**src/rtl/vram_text_blitter_pkg.sv**
```systemverilog
// ============================================================================
// Module  : vram_text_blitter_pkg
// Purpose : Shared constants, op encodings and FSM state type for the blitter.
// Rev     : 1.0  initial release
// ============================================================================
`default_nettype none

package vram_text_blitter_pkg;

    localparam int COLS        = 80;
    localparam int ROWS        = 60;
    localparam int FRAME_BYTES = 38400;
    localparam int LINE_STRIDE = 80;

    localparam logic OP_GLYPH = 1'b0;
    localparam logic OP_FILL  = 1'b1;

    typedef enum logic [1:0] {
        S_IDLE  = 2'd0,
        S_REQ   = 2'd1,
        S_WRITE = 2'd2,
        S_DONE  = 2'd3
    } blit_state_t;

endpackage

`default_nettype wire

```
**src/rtl/vram_text_blitter_font.sv**
```systemverilog
// ============================================================================
// Module  : hex_font_rom
// Purpose : Combinational 8x8 hex digit font, LSB is the leftmost pixel.
// Rev     : 1.0  initial release
// ============================================================================
`default_nettype none

module hex_font_rom (
    input  logic [3:0] char,
    input  logic [2:0] line,
    output logic [7:0] row
);

    logic [63:0] w_bits;
    logic [63:0] w_shifted;

    // Line 0 sits in the top byte; the bottom byte is the blank spacer line.
    always_comb begin
        w_bits = 64'h0;
        case (char)
            4'h0: w_bits = 64'h7c868a92a2c27c00;
            4'h1: w_bits = 64'h101814101010_7c00;
            4'h2: w_bits = 64'h3c4240300c027e00;
            4'h3: w_bits = 64'h3c42403840423c00;
            4'h4: w_bits = 64'h203028247e202000;
            4'h5: w_bits = 64'h7e023e4040423c00;
            4'h6: w_bits = 64'h3804023e42423c00;
            4'h7: w_bits = 64'h7e40201008080800;
            4'h8: w_bits = 64'h3c42423c42423c00;
            4'h9: w_bits = 64'h3c42427c40201c00;
            4'hA: w_bits = 64'h182442427e424200;
            4'hB: w_bits = 64'h3e42423e42423e00;
            4'hC: w_bits = 64'h3c42020202423c00;
            4'hD: w_bits = 64'h1e22424242221e00;
            4'hE: w_bits = 64'h7e02023e02027e00;
            4'hF: w_bits = 64'h7e02023e02020200;
            default: w_bits = 64'h0;
        endcase
    end

    assign w_shifted = w_bits << {line, 3'b000};
    assign row       = w_shifted[63:56];

endmodule

`default_nettype wire

```
**src/rtl/vram_text_blitter.sv**
```systemverilog
// ============================================================================
// Module  : vram_text_blitter
// Purpose : Draws hex glyphs or fills the 1bpp frame via VRAM port A req/gnt.
// Rev     : 1.0  initial release
// ============================================================================
`default_nettype none

module vram_text_blitter #(
    parameter int COLS        = vram_text_blitter_pkg::COLS,
    parameter int ROWS        = vram_text_blitter_pkg::ROWS,
    parameter int FRAME_BYTES = vram_text_blitter_pkg::FRAME_BYTES,
    parameter int ADDR_W      = 16
) (
    input  logic              mclk,
    input  logic              resetn,
    input  logic              cmd_valid,
    output logic              cmd_ready,
    input  logic              cmd_op,
    input  logic [3:0]        cmd_char,
    input  logic [6:0]        cmd_col,
    input  logic [5:0]        cmd_row,
    input  logic              cmd_inv,
    input  logic [7:0]        cmd_fill,
    output logic              vram_req,
    input  logic              vram_gnt,
    output logic              vram_we,
    output logic [ADDR_W-1:0] vram_addr,
    output logic [7:0]        vram_din,
    output logic              busy,
    output logic              done,
    output logic              err
);

    import vram_text_blitter_pkg::*;

    localparam logic [6:0]        c_max_col   = 7'(COLS);
    localparam logic [5:0]        c_max_row   = 6'(ROWS);
    localparam logic [ADDR_W-1:0] c_last_addr = ADDR_W'(FRAME_BYTES - 1);
    localparam logic [ADDR_W-1:0] c_stride    = ADDR_W'(LINE_STRIDE);

    blit_state_t       r_state;
    logic              r_ready;
    logic              r_req;
    logic              r_busy;
    logic              r_done;
    logic              r_err;
    logic [ADDR_W-1:0] r_addr;
    logic [7:0]        r_din;
    logic              r_op;
    logic [3:0]        r_char;
    logic              r_inv;
    logic [7:0]        r_fill;
    logic [2:0]        r_line;

    logic              w_idle;
    logic [3:0]        w_rom_char;
    logic [2:0]        w_rom_line;
    logic [7:0]        w_rom_row;
    logic [ADDR_W-1:0] w_row_ext;
    logic [ADDR_W-1:0] w_base;
    logic              w_bad_cell;
    logic              w_last;

    assign w_idle = (r_state == S_IDLE);

    // In IDLE the ROM looks up line 0 of the incoming command so the first
    // byte is ready in REQ; afterwards it pre-fetches the next line.
    assign w_rom_char = w_idle ? cmd_char : r_char;
    assign w_rom_line = w_idle ? 3'd0 : r_line + 3'd1;

    hex_font_rom u_font (
        .char (w_rom_char),
        .line (w_rom_line),
        .row  (w_rom_row)
    );

    // row*640 + col without a multiplier
    assign w_row_ext  = ADDR_W'(cmd_row);
    assign w_base     = (w_row_ext << 9) + (w_row_ext << 7) + ADDR_W'(cmd_col);
    assign w_bad_cell = (cmd_col >= c_max_col) || (cmd_row >= c_max_row);
    assign w_last     = (r_op == OP_FILL) ? (r_addr == c_last_addr) : (r_line == 3'd7);

    always_ff @(posedge mclk or negedge resetn) begin
        if (!resetn) begin
            r_state <= S_IDLE;
            r_ready <= 1'b1;
            r_req   <= 1'b0;
            r_busy  <= 1'b0;
            r_done  <= 1'b0;
            r_err   <= 1'b0;
            r_addr  <= '0;
            r_din   <= '0;
            r_op    <= OP_GLYPH;
            r_char  <= '0;
            r_inv   <= 1'b0;
            r_fill  <= '0;
            r_line  <= '0;
        end else begin
            r_done <= 1'b0;
            r_err  <= 1'b0;
            case (r_state)
                S_IDLE: begin
                    if (cmd_valid) begin
                        r_op   <= cmd_op;
                        r_char <= cmd_char;
                        r_inv  <= cmd_inv;
                        r_fill <= cmd_fill;
                        r_line <= 3'd0;
                        if (cmd_op == OP_GLYPH && w_bad_cell) begin
                            r_err <= 1'b1;
                        end else begin
                            r_state <= S_REQ;
                            r_ready <= 1'b0;
                            r_req   <= 1'b1;
                            r_busy  <= 1'b1;
                            if (cmd_op == OP_FILL) begin
                                r_addr <= '0;
                                r_din  <= cmd_fill;
                            end else begin
                                r_addr <= w_base;
                                r_din  <= w_rom_row ^ {8{cmd_inv}};
                            end
                        end
                    end
                end
                S_REQ, S_WRITE: begin
                    // Without a grant nothing moves: address and data hold.
                    if (vram_gnt) begin
                        if (w_last) begin
                            r_state <= S_DONE;
                            r_req   <= 1'b0;
                            r_done  <= 1'b1;
                        end else begin
                            r_state <= S_WRITE;
                            r_line  <= r_line + 3'd1;
                            if (r_op == OP_FILL) begin
                                r_addr <= r_addr + ADDR_W'(1);
                                r_din  <= r_fill;
                            end else begin
                                r_addr <= r_addr + c_stride;
                                r_din  <= w_rom_row ^ {8{r_inv}};
                            end
                        end
                    end
                end
                S_DONE: begin
                    r_state <= S_IDLE;
                    r_ready <= 1'b1;
                    r_busy  <= 1'b0;
                end
                default: begin
                    r_state <= S_IDLE;
                    r_ready <= 1'b1;
                    r_req   <= 1'b0;
                    r_busy  <= 1'b0;
                end
            endcase
        end
    end

    assign cmd_ready = r_ready;
    assign vram_req  = r_req;
    assign vram_we   = r_req & vram_gnt;
    assign vram_addr = r_addr;
    assign vram_din  = r_din;
    assign busy      = r_busy;
    assign done      = r_done;
    assign err       = r_err;

endmodule

`default_nettype wire

```
**config.mk**
```make
export PLATFORM = sky130hd
export DESIGN_NAME = vram_text_blitter
export DESIGN_NICKNAME = d
export VERILOG_FILES = /design/src/rtl/vram_text_blitter_pkg.sv /design/src/rtl/vram_text_blitter_font.sv /design/src/rtl/vram_text_blitter.sv
export SDC_FILE = /design/constraint.sdc
export NUM_CORES = 1
export LEC_CHECK = 0
export BUFFER_PORTS_ARGS = -buffer_cell sky130_fd_sc_hd__buf_2
export CORE_MARGIN = 3
export CORE_UTILIZATION = 52
export DETAILED_ROUTE_END_ITERATION = 12
export GPL_TIMING_DRIVEN = 0
export PLACE_DENSITY = 0.75
export SLEW_MARGIN = 0
export SYNTH_ARGS = -nofsm -noshare
export SYNTH_HDL_FRONTEND = slang
export SYNTH_SLANG_ARGS = --single-unit
```
**constraint.sdc**
```tcl
create_clock -name mclk -period 6.3 [get_ports mclk]
set_clock_uncertainty 0.05 [all_clocks]
set_input_delay 0.63 -clock mclk [delete_from_list [all_inputs] [get_ports mclk]]
set_output_delay 0.63 -clock mclk [all_outputs]
set_load 0.02 [all_outputs]
```
# Word level (Yosys, flattened, before mapping)
# Memories as Yosys holds them, arrays and structs flattened.
# Cells that the tools add are included.
# op_classes
add_sub_neg	5
order_cmp	2
eq_ne	10
mux	41
shift	1
n_bitwise	4
n_reduce_logical	12
# ops
cell	count
16-bit 2-to-1 mux	6
64-bit by 6-bit << shifter with 64-bit output	1
8-bit 2-to-1 mux	6
16-bit one-hot mux with 2 select lines	1
15-bit by 13-bit adder with 16-bit output	1
16-bit by 1-bit adder with 16-bit output, second input constant	1
16-bit by 7-bit adder with 16-bit output	1
16-bit by 7-bit adder with 16-bit output, second input constant	1
16-bit equality test, second input constant	1
8-bit one-hot mux with 2 select lines	1
8-bit bitwise XOR	2
1-bit 2-to-1 mux	14
3-bit 2-to-1 mux	4
2-bit != test, second input constant	5
5-bit AND reduction	2
7-bit greater-or-equal comparator, second input constant	1
6-bit greater-or-equal comparator, second input constant	1
2-bit 2-to-1 mux	3
1-bit one-hot mux with 2 select lines	3
2-bit one-hot mux with 3 select lines	1
3-bit one-hot mux with 2 select lines	1
3-bit AND reduction	2
2-bit equality test, second input constant	2
4-bit 2-to-1 mux	1
other kinds (12)	13
# totals
inputBits	31
word_cells	89
output_inout_bits	30
reg_bits	48
n_memories	1
romBits	736
# mem_list
memory	depth	word_bits	read_ports	rd_clocked_by_memory_dff	write_ports	line_no	rtl
(no name shown)	16	46	1	0	0	vram_text_blitter_font.sv:20	case (char)

# Depth between registers and ports, before layout
# Gate-level depths: netlist (run 1).
# An unclocked memory read counts as a cell.
# depth
ltp_word	9
mapped_depth	15
ltp_nobuf	13

# Hierarchy
# Synthesis (run 1) repeated with hierarchy kept, for this count alone.
# unflattened
hier_cells	505
hier_area_um2	4339.2
# modules_own_cells
module	n_inst	cells_each	area_each_um2	seq_area_each_um2
vram_text_blitter	1	348	3245.6	1202.4
hex_font_rom	1	157	1093.5	0.0

# Least setup slack after synthesis (run 1)
# No wires, ideal clock.
# synth_path
path_type	reg2reg
from	reg r_state[0]
to	reg r_din[3] (netlist: vram_din[3])
path_buffers	2
required_ns	6.168
setup_ns	0.082
t_arrival_ns	3.020
setup_slack_ns	3.148
stages_incl_launch_ff	16
synth_period_minus_slack_ns	3.152
cell_sequence	dfrtp_1 inv_1 ha_1 buf_6 mux2_4 inv_1 ha_1 clkbuf_1 or4b_1 a21oi_1 a221oi_1 a311oi_1 a21oi_2 xor2_1 a2bb2oi_1 a31oi_1
# synth_between
elab_chain_cells	9
word_cells_on_any_way	23
classes_between	eq/ne (6); shift (1); mux (9); bitwise (2); reduce/logical (4); memory (1)
# synth_lines
item	line_no	rtl
from (decl)	vram_text_blitter.sv:41	blit_state_t r_state;
from (signal assigned)	vram_text_blitter.sv:85	r_state <= S_IDLE;
from (signal assigned)	vram_text_blitter.sv:112	r_state <= S_REQ;
from (signal assigned)	vram_text_blitter.sv:130	r_state <= S_DONE;
2-bit zero test	vram_text_blitter.sv:64, vram_text_blitter.sv:101	
4-bit 2-to-1 mux	vram_text_blitter.sv:68	assign w_rom_char = w_idle ? cmd_char : r_char;
memory read 16 x 46 bit	--	
64-bit by 6-bit << shifter with 64-bit output	vram_text_blitter_font.sv:41	assign w_shifted = w_bits << {line, 3'b000};
8-bit bitwise XOR (on tied branches)	vram_text_blitter.sv:141, vram_text_blitter.sv:121	
8-bit 2-to-1 mux (on tied branches)	vram_text_blitter.sv:136, vram_text_blitter.sv:116	
8-bit 2-to-1 mux (on tied branches)	vram_text_blitter.sv:129, vram_text_blitter.sv:109	
8-bit 2-to-1 mux (on tied branches)	vram_text_blitter.sv:128, vram_text_blitter.sv:103	
8-bit one-hot mux with 2 select lines	vram_text_blitter.sv:101	case (r_state)
to (signal assigned)	vram_text_blitter.sv:118	r_din <= cmd_fill;
to (signal assigned)	vram_text_blitter.sv:138	r_din <= r_fill;
to (signal assigned)	vram_text_blitter.sv:141	r_din <= w_rom_row ^ {8{r_inv}};
to (decl)	vram_text_blitter.sv:48	logic [7:0] r_din;
# Several ways; a longest one is shown, not always the timed one. The select of a mux whose other input is x is not followed.
# A chain may end at the register's enable or synchronous reset.

# Final worst setup path (run 1)
# Ends and elaborated chain as after synthesis.

==> run metrics, run 1 <==
die area=9090 µm²; Post-Syn Area per Cell=roughly 8.4 µm²; htree depth=2; first-pass GRT wire length=around 21,000 µm; Async SR Flop Fraction=1.00; slew margin rel.=0.261; Yosys warning total=0; clk sinks=48; EDFF count, synth=0; DR DRC count=0; Synth top area share=0.283; starting density of the core=0.555; fmax=0.267 GHz; largest net degree at the start of global routing=slightly below 50; fin crit share=0.595; Final ANT Viol Nets=0; final setup margin=approximately 2500 ps; worst r2r src=r_state[0]; Slew Viols, Final=0; Final min period=approximately 3800 ps; Seq/Total Area, Yosys=0.290; top flip-flop cell by instance count after synthesis=dfrtp_1; Via density=6.48; clk buf depth=2; global route overflow=0; outcome=complete, no violations; initial drt markers=466; #FFs+latches synth=48; GP Congestion=0.967; Skew-Pair Late Insertion Delay=between 300 and 400 ps; Hold-fix buffers, CTS=0; Ant. Diodes=0; Area Overhead vs Synth=13.4%; vias in the first global route=~4,000; hold_sp=r_line[2]; most common cell in the netlist=nand2_1; chip width=95.4 µm; share of cells above drive strength 1=0.208; Final nets=between 600 and 700; post-synthesis cell area=between 4000 and 5000 µm²; IO Pins=just over 60; worst-path maximum fanout=12; Data required, critical path=between 6000 and 7000 ps; pre-CTS setup slack=roughly 2600 ps; leading area contributor after synthesis=dfrtp_1; gr usage total=0.292; Root Driver=clkbuf_8; clk slew on worst S/H paths=110 ps; Cell Count Post-Placement=about 650; synth unique cells=71; Critical Path AT=between 3000 and 4000 ps; max-cap violation count=0; port bufs=slightly below 60; DP HPWL=~9700 µm; critical path capture point type=flip-flop; Net Count, Synth=between 500 and 600; Crit Path Class=flip-flop to flip-flop; Num CTS Buffers=5; drt first pass iters=5; fill count=672; Wirelength per Cell=20.0 µm; Row Count=31; Finished Layout Cells=about 660; worst-margin pin slew=around 1100 ps; total number of vias=4,286; post_cts resized=0; Die H=between 90 and 100 µm; Setup crit start kind=flip-flop; synth top area cells=dfrtp_1 (28%), o21ai_0 (5.7%), ha_1 (5.4%), nand2_1 (5.3%), a21oi_1 (4.3%); Mapped Cells=between 400 and 500; CTS tree=built; Critical Path Start=r_state[0]; Fin Setup TNS=0 ps; Worst Hold Class=flip-flop to flip-flop; total routed wirelength=~13,000 µm; number of setup violations in the final report=0; core outline area=around 7500 µm²; top cells by count, synth=nand2_1 (59), dfrtp_1 (47), o21ai_0 (47), a21oi_1 (36), nor2_1 (36); initial antenna violation count=0; post-CTS setup buffers=0; RSZ-0062 raised after global routing=false; final hold violations=0
## per-stage QoR
stage / hold slack [ps] / area [µm²] / util
2_1_floorplan: 284 / 4150 / -
3_3_place_gp: 414 / 4570 / 0.611
3_5_place_dp: 420 / 4570 / 0.611
4_1_cts: 442 / 4710 / 0.629
5_1_grt: 453 / 4710 / 0.629
6_report: 440 / 4710 / 0.629
## logic make-up after synthesis
kind of cell             Yosys count  synth area share
AO/OA/AOI/OAI                    176             0.293
AND/OR/NAND/NOR                  142             0.154
buffers and inverters             57            0.0651
flip-flops                        48             0.290
multiplexers                      35             0.101
adder cells (fa/ha/maj)           19            0.0591
XOR/XNOR                          18            0.0380
## critical path, cell delays in order (launching register included)
cell	delay [ps]
dfrtp_1	420
inv_1	70
ha_1	150
buf_6	170
mux2_4	400
inv_1	200
ha_1	170
clkbuf_1	390
or4b_1	490
a21oi_1	150
a221oi_1	70
a311oi_1	330
a21oi_2	110
xor2_1	190
a2bb2oi_1	170
a31oi_1	160
## flip-flops by register name, summed over array words and instances, names as in the netlist
name and count:
r_char 4, done 1, busy 1, r_op 1, r_state 2, r_inv 1
err 1, vram_req 1, cmd_ready 1, r_line 3, vram_addr 16, vram_din 8
r_fill 8
## metal layers
layer | vias to the layer above | GRT usage | wire length [µm]
met3 | 31 | 0.0403 | 1080
met1 | 2045 | 0.416 | 5830
met5 | - | 0 | 0
met4 | 0 | 0.101 | 286
met2 | 244 | 0.452 | 6030
li1 | 1966 | - | -
## layout by cell type (no fill, tap or decap), types with 14 or more instances in the layout
master,synthesis,final
nand2_1,59,59
mux2_2,14,14
inv_1,19,19
mux2i_1,15,15
clkbuf_1,16,16
a21oi_1,36,36
nor2_1,36,36
o21ai_0,47,47
ha_1,18,18
buf_2,9,68
dfrtp_1,47,47
## final timing paths
path,endpoint,slack [ps],cells past startpoint
setup reg to reg,vram_din[3],2550,15
setup / recovery,vram_din[3],2550,15
hold reg to reg,r_line[2],440,2
min in group asynchronous,vram_addr[10],470,1
max in group asynchronous,vram_addr[7],5040,1
hold / removal,r_line[2],440,2
## cell type report
type                    count  area (µm²)  share of cell area
clock inverters             3        68.8              0.0146
plain buffers              36         191              0.0407
multi-input cells         390        2680               0.569
repair buffers             59         295              0.0627
inverters                  21        78.8              0.0167
clock buffers               5        68.8              0.0146
flip-flops and latches     48        1200               0.255
well taps                  99         124              0.0263
Power of run 1 is left out: the tool's default activity adds up to more than one toggle a clock period on the data nets, which glitch-free logic cannot reach.
==> inputs of run 2 (changes only) <==
clock period = 3.6 ns   (was 6.3 ns; I/O delays follow)
==> run metrics, run 2 (same netlist as run 1, synthesis figures left out) <==
most frequent cells in the layout=buf_2 (68), nand2_1 (59), dfrtp_1 (47); port bufs=59 (unchanged); critical path capture point type=flip-flop; final hold violations=0 (unchanged); Final Util=0.630 (+0.00100); Crit Path Class=flip-flop to flip-flop; worst-path maximum fanout=12 (unchanged); Final min period=3460 ps (-291 ps); Worst Hold Class=primary input to asynchronous set/reset pin; fin crit share=0.961 (+0.366); RSZ-0062 raised after global routing=false; Root Driver=clkbuf_8; pre-CTS setup slack=-84.3 ps (-2700 ps); Skew-Pair Late Insertion Delay=310 ps (about the same); vias in the first global route=4,046 (+0.074%); reg-to-reg endpoint=vram_din[3]; Fin Setup TNS=0 ps (unchanged); max reg flops=16 (unchanged); Slew Viols, Final=0 (unchanged); commonest non-fill, non-tap cell in the layout=buf_2; core outline area=7490 µm² (unchanged); global route overflow=0 (unchanged); share of cells above drive strength 1=0.215 (+0.00648); worst r2r src=r_state[0]; first-pass GRT wire length=20,600 µm (unchanged); Ant. Diodes=0 (unchanged); Setup crit start kind=flip-flop; post-CTS setup buffers=0 (unchanged); flop2flop setup slack=140 ps (-2410 ps); worst-margin pin slew=1080 ps (-25.4 ps); Wirelength per Cell=20.1 µm (+0.57%); Via density=6.47 (-0.25%); outcome=complete, no violations; initial drt markers=446 (-4.3%); clk buf depth=2 (unchanged); total number of vias=4,256 (-0.70%); clk sinks=48 (unchanged); Die H=95.4 µm (unchanged); fmax=0.289 GHz (+8.4%); Num CTS Buffers=5 (unchanged); total routed wirelength=13,200 µm (+0.11%); Min Hold Slack=192 ps (-248 ps); fill count=668 (-0.60%); gr usage total=0.292 (unchanged); htree depth=2 (unchanged); CTS tree=built; Data required, critical path=3750 ps (-2740 ps); Row Count=31 (unchanged); initial antenna violation count=0 (unchanged); DR DRC count=0 (unchanged); multi-input combinational cell area=2700 µm² (+0.70%); chip width=95.4 µm (unchanged); clk slew on worst S/H paths=110 ps (about the same); largest net degree at the start of global routing=49 (unchanged); final setup margin=140 ps (-2410 ps); max-cap violation count=0 (unchanged); Final nets=608 (-0.49%); die area=9090 µm² (unchanged); Critical Path AT=3610 ps (-340 ps); number of setup violations in the final report=0 (unchanged); GP Congestion=0.967 (unchanged); Area Overhead vs Synth=13.6%; drt first pass iters=6 (+1); slew margin rel.=0.278 (+0.0169); DP HPWL=9710 µm (unchanged); IO Pins=61 (unchanged); starting density of the core=0.555 (unchanged); Final ANT Viol Nets=0 (unchanged); Reg area=1200 µm² (unchanged); Worst Reg-to-Reg Cells=14 (-1)
-- run 2: changes by cell type in the layout (fill, tap and decap cells not counted), sizes merged --
cell,previous run,this run
clkbuf,21,18
-- run 2: worst max path at each step --
stage	from	endpoint	slack (ps)	cells after the start
3_5_place_dp	r_state[0]	vram_din[3]	-80	15
6_report	r_state[0]	vram_din[3]	140	14
5_1_grt	r_state[0]	vram_din[3]	20	14
4_1_cts	r_state[0]	vram_din[6]	10	14
2_1_floorplan	r_state[0]	vram_din[3]	450	15
3_3_place_gp	r_state[0]	vram_din[3]	-70	15
-- run 2: metrics by stage --
step / cell area (µm²) / cells
2_1_floorplan: 4150 / 495
3_3_place_gp: 4570 / 653
3_5_place_dp: 4570 / 653
4_1_cts: 4700 / 660
5_1_grt: 4720 / 658
6_report: 4720 / 658
-- run 2: final cells by class --
cell class	instances	share of cell area
Buffer	33	0.0382
Clock buffer	5	0.0146
Clock inverter	3	0.0146
Inverter	21	0.0167
Multi-Input combinational cell	390	0.572
Sequential cell	48	0.255
Tap cell	99	0.0263
Timing Repair Buffer	59	0.0626
-- run 2: layer usage --
layer / global-route usage / vias to the layer above / wire [µm]
met4: 0.101 / 0 / 233
met5: 0 / - / 0
li1: - / 1960 / -
met3: 0.0418 / 23 / 1060
met2: 0.452 / 238 / 6120
met1: 0.415 / 2035 / 5830
-- run 2: timing repair --
item | 4_1_cts | 5_1_grt
resized for setup | 0 | 5
pin swaps | 0 | 0
hold buffers | 0 | 0
cloned | 0 | 0
setup endpoints to repair | 1 | 4
hold endpoints to repair | 0 | 0
-- run 2: critical path, stage by stage (launching register included) --
cell and delay [ps]:
dfrtp_1 420, inv_1 70, ha_1 150, buf_6 170, mux2_4 400, inv_1 240, ha_4 250, or4b_1 460
a21oi_1 150, a221oi_1 70, a311oi_1 320, a21oi_2 110, xor2_1 180, a2bb2oi_1 210, a31oi_1 100
Power of run 2 is left out for the same reason.
==> inputs of run 3 (changes only) <==
BUFFER_PORTS_ARGS = unset   (was -buffer_cell sky130_fd_sc_hd__buf_2)
DONT_BUFFER_PORTS = 1   (was unset)
PLACE_DENSITY = 0.68   (was 0.75)
RECOVER_POWER = 25   (was unset)
==> run metrics, run 3 (same netlist as run 1, synthesis figures left out) <==
slowest CP cell=or4b_1; htree depth=2 (unchanged); Top Layer Used=met4; hold-critical path depth=2; Via density=6.80 (+5.1%); outcome=finished with violations; vias in the first global route=3,880 (-4.1%); number of setup violations in the final report=0 (unchanged); Hold Path End=done; worst-margin pin slew=2620 ps (+1540 ps); global route overflow=0 (unchanged); reg-to-reg endpoint=vram_din[3]; Final ANT Viol Nets=0 (unchanged); pre-CTS setup slack=-170 ps (-86.1 ps); chip width=95.4 µm (unchanged); Die H=95.4 µm (unchanged); slew margin rel.=-0.747 (-1.03); CP max stage delay=440 ps (-20 ps); final setup margin=148 ps (+8.00 ps); clk slew on worst S/H paths=110 ps (about the same); worst r2r src=r_state[0]; total routed wirelength=13,200 µm (-0.42%); die area=9090 µm² (unchanged); flop2flop setup slack=150 ps (about the same); Root Driver=clkbuf_8; core outline area=7490 µm² (unchanged); Cell Count Post-Placement=594 (-9.0%); Critical Path AT=3640 ps (+30 ps); fill count=674 (+0.90%); fin crit share=0.959 (-0.00222); Skew-Pair Late Insertion Delay=310 ps (about the same); port bufs=0 (-100%); Worst Hold Class=primary input to flip-flop; critical path capture point type=flip-flop; drt first pass iters=5 (-1); Finished Layout Cells=601 (-8.7%); Ant. Diodes=0 (unchanged); max reg flops=16 (unchanged); max-cap violation count=1 (+1); multi-input combinational cell area=2700 µm² (about the same); largest net degree at the start of global routing=49 (unchanged); final hold violations=0 (unchanged); Crit Path Class=flip-flop to flip-flop; Slew Viols, Final=49 (+49); Row Count=31 (unchanged); starting density of the core=0.555 (unchanged); clk sinks=48 (unchanged); RSZ-0062 raised after global routing=false; DP HPWL=9650 µm (-0.53%); initial antenna violation count=0 (unchanged); total number of vias=4,086 (-4.0%); commonest non-fill, non-tap cell in the layout=nand2_1; initial drt markers=368 (-17%); WL met2=5970 µm (-2.4%); Final min period=3450 ps (-8.00 ps); share of cells above drive strength 1=0.124 (-0.0912); CTS tree=built; DR DRC count=0 (unchanged); M1 wire length=5780 µm (-0.84%); fmax=0.290 GHz (+0.23%); GP Congestion=0.981 (+1.5%); most frequent cells in the layout=nand2_1 (59), dfrtp_1 (47), o21ai_0 (46); clk buf depth=2 (unchanged); Final nets=551 (-9.4%); worst-path maximum fanout=12 (unchanged); WL met3=1250 µm (+17%); gr usage total=0.297 (+0.00545); Data required, critical path=3790 ps (+40 ps); CP cell instances=inv_1 -> ha_1 -> buf_6 -> mux2_4 -> clkinvlp_4 -> ha_4 -> or4b_1 -> a21oi_1 -> a221oi_1 -> a311oi_1 -> a21oi_2 -> xor2_1 -> a2bb2oi_1 -> a31oi_1; Area Overhead vs Synth=6.24%; Num CTS Buffers=5 (unchanged); Worst Reg-to-Reg Cells=14 (unchanged); Setup crit start kind=flip-flop; IO Pins=61 (unchanged); Wirelength per Cell=21.9 µm (+9.0%); failing checks=max-capacitance violations, max-slew violations; hold_sp=vram_gnt; Reg area=1200 µm² (unchanged); first-pass GRT wire length=20,900 µm (+1.1%)
[run 3: changes by cell type in the layout (fill, tap and decap cells not counted)]
cell and change:
o21ai_1 +1, inv_6 -1, bufinv_16 -1, inv_1 -1, clkbuf_1 +1, o21ai_2 -1, clkinv_2 +1, ha_2 +1
ha_1 -1, dlygate4sd3_1 +1, clkinvlp_4 +2, buf_2 -59
[run 3: worst max-delay path: cells and delay by family (launching register included)]
family / cells / cell delay, ps
xor+xnor: 1 / 190
buf+inv: 3 / 400
mux: 1 / 410
compound gates: 6 / 1120
simple gates: 1 / 440
fa+ha+maj: 2 / 370
flops: 1 / 410
[run 3: layout make-up]
type,instances,area share
Buffer,33,0.0409
Tap cell,99,0.0281
Clock buffer,5,0.0156
Timing Repair Buffer,2,0.00312
Multi-Input combinational cell,390,0.611
Inverter,21,0.0187
Sequential cell,48,0.273
Clock inverter,3,0.00965
[run 3: timing repair]
item,in CTS,in global routing
endpoints found under the setup margin,1,3
resized for setup,1,5
setup buffers,0,0
hold endpoints to repair,48,0
hold buffers,2,0
[run 3: worst max-delay path by stage]
stage	startpoint	to
2_1_floorplan	r_state[0]	vram_din[3]
3_3_place_gp	r_state[0]	vram_din[3]
3_5_place_dp	r_state[0]	vram_din[3]
4_1_cts	r_state[0]	vram_din[3]
5_1_grt	r_state[0]	vram_din[3]
6_report	r_state[0]	vram_din[3]
[run 3: stage by stage]
step                      cell area, µm²  utilization  hold WS [ps]  setup TNS, ps
final                               4410        0.589           123              0
after global routing                4410        0.589           113              0
after CTS                           4420        0.591           118              0
after detailed placement            4280        0.571          15.7           -170
after global placement              4280        0.571          15.4           -168
after floorplan                     4150            -          14.4              0
[run 3: metal layers]
layer,vias to the layer above,GRT usage
met5,-,0
met4,0,0.0925
met3,18,0.0631
met2,227,0.446
met1,1993,0.426
li1,1848,-
Power of run 3 is left out for the same reason.
